`src/rtl/spell_mem_arbiter.sv`:
```
// Two-port arbiter sharing the spell 512x8 SRAM port between the core and the host/debug port.
// Build option SPELL_MEM_ARB_ROUND_ROBIN_EN selects round-robin tie-breaking; default is core priority.
module spell_mem_arbiter (
  input  logic       clk,
  input  logic       rst_n,
  input  logic       core_select,
  input  logic [7:0] core_addr,
  input  logic [7:0] core_data_in,
  input  logic       core_memory_type_data,
  input  logic       core_write,
  output logic [7:0] core_data_out,
  output logic       core_ready,
  input  logic       host_select,
  input  logic [7:0] host_addr,
  input  logic [7:0] host_data_in,
  input  logic       host_memory_type_data,
  input  logic       host_write,
  output logic [7:0] host_data_out,
  output logic       host_ready,
  output logic       mem_select,
  output logic [7:0] mem_addr,
  output logic [7:0] mem_data_in,
  output logic       mem_memory_type_data,
  output logic       mem_write,
  input  logic [7:0] mem_data_out,
  input  logic       mem_data_ready,
  output logic [1:0] dbg_state_o
);

  typedef enum logic [1:0] {
    IDLE    = 2'd0,
    BUSY    = 2'd1,
    RELEASE = 2'd2
  } state_e;

  // Handshake: a requester raises x_select and holds it until x_ready; x_ready is a level that stays
  // high until the requester drops x_select, and the requester is not granted again until then.
  state_e     state_q, state_d;
  logic       owner_q, owner_d;
  logic       abort_q, abort_d;
  logic       mem_sel_q, mem_sel_d;
  logic [7:0] mem_addr_q, mem_addr_d;
  logic [7:0] mem_din_q, mem_din_d;
  logic       mem_type_q, mem_type_d;
  logic       mem_wr_q, mem_wr_d;
  logic       core_done_q, core_done_d;
  logic       host_done_q, host_done_d;
  logic [7:0] core_dout_q, core_dout_d;
  logic [7:0] host_dout_q, host_dout_d;

  logic core_elig;
  logic host_elig;
  logic pick_host;
  logic owner_sel;

  assign core_elig = core_select & ~core_done_q;
  assign host_elig = host_select & ~host_done_q;
  assign owner_sel = owner_q ? host_select : core_select;

`ifdef SPELL_MEM_ARB_ROUND_ROBIN_EN
  logic last_host_q, last_host_d;

  // On a tie the requester that was not granted last wins.
  assign pick_host = host_elig & (~core_elig | ~last_host_q);

  always_ff @(posedge clk or negedge rst_n) begin
    if (!rst_n) begin
      last_host_q <= 1'b1;
    end else begin
      last_host_q <= last_host_d;
    end
  end

  always_comb begin
    last_host_d = last_host_q;
    if ((state_q != BUSY) && (core_elig || host_elig)) begin
      last_host_d = pick_host;
    end
  end
`else
  assign pick_host = host_elig & ~core_elig;
`endif

  always_ff @(posedge clk or negedge rst_n) begin
    if (!rst_n) begin
      state_q     <= IDLE;
      owner_q     <= 1'b0;
      abort_q     <= 1'b0;
      mem_sel_q   <= 1'b0;
      mem_addr_q  <= 8'h00;
      mem_din_q   <= 8'h00;
      mem_type_q  <= 1'b0;
      mem_wr_q    <= 1'b0;
      core_done_q <= 1'b0;
      host_done_q <= 1'b0;
      core_dout_q <= 8'h00;
      host_dout_q <= 8'h00;
    end else begin
      state_q     <= state_d;
      owner_q     <= owner_d;
      abort_q     <= abort_d;
      mem_sel_q   <= mem_sel_d;
      mem_addr_q  <= mem_addr_d;
      mem_din_q   <= mem_din_d;
      mem_type_q  <= mem_type_d;
      mem_wr_q    <= mem_wr_d;
      core_done_q <= core_done_d;
      host_done_q <= host_done_d;
      core_dout_q <= core_dout_d;
      host_dout_q <= host_dout_d;
    end
  end

  always_comb begin
    state_d     = state_q;
    owner_d     = owner_q;
    abort_d     = abort_q;
    mem_sel_d   = mem_sel_q;
    mem_addr_d  = mem_addr_q;
    mem_din_d   = mem_din_q;
    mem_type_d  = mem_type_q;
    mem_wr_d    = mem_wr_q;
    core_done_d = core_done_q & core_select;
    host_done_d = host_done_q & host_select;
    core_dout_d = core_dout_q;
    host_dout_d = host_dout_q;

    case (state_q)
      IDLE, RELEASE: begin
        state_d = IDLE;
        if (core_elig || host_elig) begin
          state_d    = BUSY;
          owner_d    = pick_host;
          abort_d    = 1'b0;
          mem_sel_d  = 1'b1;
          mem_addr_d = pick_host ? host_addr : core_addr;
          mem_din_d  = pick_host ? host_data_in : core_data_in;
          mem_type_d = pick_host ? host_memory_type_data : core_memory_type_data;
          mem_wr_d   = pick_host ? host_write : core_write;
        end
      end
      BUSY: begin
        // Once the owner lets go, the memory cycle still runs to completion but its result is dropped.
        if (!owner_sel) begin
          abort_d = 1'b1;
        end
        if (mem_data_ready) begin
          state_d   = RELEASE;
          mem_sel_d = 1'b0;
          if (owner_sel && !abort_q) begin
            if (owner_q) begin
              host_dout_d = mem_data_out;
              host_done_d = 1'b1;
            end else begin
              core_dout_d = mem_data_out;
              core_done_d = 1'b1;
            end
          end
        end
      end
      default: state_d = IDLE;
    endcase
  end

  assign mem_select           = mem_sel_q;
  assign mem_addr             = mem_addr_q;
  assign mem_data_in          = mem_din_q;
  assign mem_memory_type_data = mem_type_q;
  assign mem_write            = mem_wr_q;
  assign core_data_out        = core_dout_q;
  assign core_ready           = core_done_q;
  assign host_data_out        = host_dout_q;
  assign host_ready           = host_done_q;
  assign dbg_state_o          = state_q;

endmodule

```
`config.mk`:
```
export PLATFORM = sky130hd
export DESIGN_NAME = spell_mem_arbiter
export DESIGN_NICKNAME = d
export VERILOG_FILES = /design/src/rtl/spell_mem_arbiter.sv
export SDC_FILE = /design/constraint.sdc
export NUM_CORES = 1
export LEC_CHECK = 0
export ABC_AREA = 1
export BUFFER_PORTS_ARGS = -buffer_cell sky130_fd_sc_hd__buf_2
export CAP_MARGIN = 20
export CORE_ASPECT_RATIO = 0.9
export CORE_MARGIN = 2
export CORE_UTILIZATION = 50
export DETAILED_ROUTE_END_ITERATION = 8
export GPL_TIMING_DRIVEN = 0
export HOLD_SLACK_MARGIN = 0.02
export PLACE_DENSITY = 0.9
export SLEW_MARGIN = 20
export SYNTH_ARGS = -nofsm -noshare
export SYNTH_HDL_FRONTEND = slang
export SYNTH_SLANG_ARGS = --single-unit
```
`constraint.sdc`:
```
create_clock -name clk -period 1.7 [get_ports clk]
set_input_delay 0.34 -clock clk [delete_from_list [all_inputs] [get_ports clk]]
set_output_delay 0.34 -clock clk [all_outputs]
set_load 0.01 [all_outputs]
```
Word level (Yosys, flattened, before mapping)
Index checks and enable logic that the tools add are counted.
{"block": "word_totals", "input_bits": 49, "output_inout_bits": 39, "reg_bits": 41, "wordCells": 59}
{"block": "classes", "mux": 22, "n_reduce_logical": 11, "bitwise_logic": 9, "n_eq_ne": 5}
{"cell": "$mux W1", "n": 16}
{"cell": "$mux W8", "n": 2}
{"cell": "$reduce_and A4 Y1", "n": 2}
{"cell": "$ne A2 B2 Y1 const B", "n": 3}
{"cell": "$reduce_and A3 Y1", "n": 2}
{"cell": "$and A1 B1 Y1", "n": 5}
{"cell": "$not A1 Y1", "n": 4}
{"cell": "$pmux W1 S2", "n": 2}
{"cell": "$pmux W2 S2", "n": 1}
{"cell": "$eq A2 B1 Y1 const B", "n": 1}
{"cell": "$eq A2 B2 Y1 const B", "n": 1}
{"cell": "$logic_not A2 Y1", "n": 1}
{"cell": "$mux W2", "n": 1}
{"cell": "$reduce_and A2 Y1", "n": 1}
{"cell": "$reduce_bool A2 Y1", "n": 1}
{"cell": "$reduce_or A2 Y1", "n": 1}
{"cell": "$logic_and A1 B1 Y1", "n": 1}
{"cell": "$logic_not A1 Y1", "n": 1}
{"cell": "$logic_or A1 B1 Y1", "n": 1}

Logic depth before layout (Yosys ltp)
{"block": "logic_depth", "word_depth": 5, "ltp_mapped": 9, "depth_no_buf": 7}

Least setup slack after synthesis
Ideal clock, no wire load.
{"block": "synth_path", "path_type": "reg-to-reg", "startpoint": "register state_q[1], in the netlist dbg_state_o[1]", "endpoint": "register core_dout_q[0], in the netlist core_data_out[0]", "required_ps": 1583, "path_slack_ps": 501, "t_arrival_ps": 1083, "stages_incl_launch_ff": 7, "synth_period_minus_slack_ps": 1199, "path_cell_list": "dfrtp_1 -> inv_1 -> nand3_1 -> nor2_4 -> nand2_4 -> nand2_1 -> nand2_1"}
{"block": "synth_between", "elab_chain_cells": 2}
{"element": "from (decl)", "line_no": "38", "source": "state_e state_q, state_d;"}
{"element": "from (signal assigned)", "line_no": "99", "source": "state_q <= state_d;"}
{"element": "$eq A2 B1 Y1", "line_no": "128", "source": "case (state_q)"}
{"element": "$reduce_and A4 Y1 (no line)"}
{"element": "to (signal assigned)", "line_no": "109", "source": "core_dout_q <= core_dout_d;"}
{"element": "to (decl)", "line_no": "48", "source": "logic [7:0] core_dout_q, core_dout_d;"}
No other way between the ends.
A chain may end at the register's enable or synchronous reset.

Worst setup path after layout
{"block": "layout_path", "startpoint": "register host_done_q, in the netlist host_ready", "endpoint": "output host_ready"}
{"element": "from (decl)", "line_no": "47", "source": "logic host_done_q, host_done_d;"}
{"element": "from (signal assigned)", "line_no": "108", "source": "host_done_q <= host_done_d;"}
{"element": "to (decl)", "line_no": "19", "source": "output logic host_ready,"}
No word-level cell between the ends.

==> run metrics <==
total area of multi-input combinational cells 815 sq um; final slew viol count 0; Slew headroom 0.416; Critical Path Source host_ready; family with the most delay on the worst path flip-flops; pre-CTS worst setup slack 0.365 ns; measured slew at the worst slew-check pin 0.876 ns; CTS H-tree lvls 2; core area 3730 sq um; Final Cycle Share 0.761; area share of the leading cell type in the synthesized netlist 0.529; main area contributors after synthesis dfrtp_1, nand2_1, nand3_1; buffer levels on the longest clock path 2; number of gates given a new drive strength after cts 0; total of warnings raised by yosys 0; slowest stage cell, crit path dfrtp_1; Hold Violations, Final 0; area leader, netlist dfrtp_1; clock tree sinks 41; count of unique library cells instantiated by Yosys 18; Peak supply drop 828 uV; syn nets 288; Routed wire per std cell 11.8 um; number of antenna violations at the first check in global routing 0; CTS tree done; unrepaired setup endpoints after global routing no; post-layout min period 1.29 ns; NumNets Final 382; Worst Setup Path Type reg2out; number of core rows 21; filler instances 332; clock-pin slew on the worst setup and hold paths 0.08 ns; number of buffer and inverter stages on the critical path 1; Final setup violation count 0; share of final-layout standard cells stronger than drive strength 1 0.344; kind of capture point of the worst setup path output port; cell area after synthesis 1940 sq um; run status complete, no violations; horizontal die dimension 69.7 um; area growth from synthesis to layout 30.6%; CP Launch Type flop; worst hold path type in2async; detail-routed via count per cell 4.93; Worst-Skew Late Latency 0.29 ns; worst endpoint required time 1.36 ns; cells after synthesis 239; leakage power 1.53 nW; total placed instance area 2430 sq um; Hold-fix buffers, CTS 0; total power divided by cell area 1630 nW/um^2; global-route wire length before repair 7590 um; drt initial violations 64; count of placed standard cells including taps 372; total via count in the routed design 1,874; initial core utilization 0.520; count of antenna-violating nets left after detailed routing 0; Max Fclk 773 MHz; worst reg2reg startpoint dbg_state_o[1]; final weighted congestion in routability-driven placement 0.854; CTS Buf Count 5; final design utilization 0.679; overflow left after global routing 0; pin count of the biggest net entering global routing 42; Post-Layout Cell Count 380; total wire length 4490 um; number of global-route vias before repair 1,747; per-instance average area after synthesis 8.11 sq um; part of the Yosys area used for sequential elements 0.529; router iterations before antenna repair 4; crit-path cells buf_2; HPWL after detailed placement 3350 um; Data arrival, critical path 0.95 ns; slowest cell delay on critical path 0.47 ns; buffer type at the clock tree root clkbuf_8; worst slack on hold paths 0.163 ns; count of buffers added by post-CTS timing repair for setup 0; final worst setup slack 0.407 ns; aggregate global-route resource usage 0.218; footprint of the flip-flops and latches 1030 sq um; Inserted Diodes 0; final total power 4.14 mW; count of buffers from port buffering 87; sum of negative setup slack 0 ns; number of DRC violations after detailed routing 0; chip height 63.1 um; Die Footprint 4390 sq um; worst-path maximum fanout 3; number of max-capacitance violations reported 0; setup clock skew after layout 0.00377 ns; post-synthesis register bit count 41; number of top-level pins 88; area of all placed cells without fillers 2530 sq um
==> state kept, by name, indices dropped and copies added, names as in the netlist <==
| name | flops |
|---|---|
| mem_data_in | 8 |
| host_ready | 1 |
| core_ready | 1 |
| mem_addr | 8 |
| mem_memory_type_data | 1 |
| abort_q | 1 |
| owner_q | 1 |
| mem_write | 1 |
| host_data_out | 8 |
| core_data_out | 8 |
| mem_select | 1 |
| dbg_state_o | 2 |
==> power breakdown <==
part / switching, mW / total (mW) / leakage, nW / internal, mW
clock: 0.320 / 0.686 / 0.0542 / 0.367
sequential: 0.263 / 1.67 / 0.515 / 1.41
combinational: 1.08 / 1.78 / 0.958 / 0.703
==> cells in the mapped netlist <==
cell type,instances
o21ai_1,1
buf_6,3
nand4_4,1
o21ai_0,10
nand2_2,1
nor2_1,1
nor2_8,1
nand2_1,133
buf_4,3
inv_1,5
inv_2,2
inv_4,1
nor2_4,3
dfrtp_1,41
nand2_4,3
buf_2,2
o22ai_1,1
nand3_1,27
==> routing by layer <==
layer,global-route usage,up-vias,routed length [um]
met5,0,-,0
li1,-,936,-
met1,0.268,856,1960
met4,0.0938,0,109
met3,0.0640,9,330
met2,0.358,73,2100
==> kinds of logic after synthesis <==
kind of cell / share of synthesized area
AO/OA/AOI/OAI: 0.0316
AND/OR/NAND/NOR: 0.388
flip-flops: 0.529
buffers and inverters: 0.0510
==> worst paths after layout <==
kind                               endpoint  slack [ns]  depth (start not counted)
max                              host_ready        0.41                          1
min                        host_data_out[0]        0.16                          1
max reg2reg                core_data_out[7]        0.42                          6
min reg2reg                core_data_out[4]        0.47                          2
max in group asynchronous  core_data_out[4]        0.98                          1
min in group clk           host_data_out[6]        0.27                          3
==> cell type report <==
cell class | instances | area share
buffer | 8 | 0.0262
clock buffer | 7 | 0.0380
clock inverter | 1 | 0.00198
inverter | 8 | 0.0128
multi-input combinational | 182 | 0.321
sequential | 41 | 0.405
tap | 46 | 0.0227
timing repair buffer | 87 | 0.172
==> layout by cell type (no fill, tap or decap), drive strengths merged <==
cell | Yosys | routed
clkinv | 0 | 1
o22ai | 1 | 1
nand2 | 137 | 137
o21ai | 11 | 11
clkbuf | 0 | 7
buf | 8 | 95
nand3 | 27 | 27
nand4 | 1 | 1
inv | 8 | 8
dfrtp | 41 | 41
nor2 | 5 | 5
No activity file was read; power rests on OpenSTA's default activity.
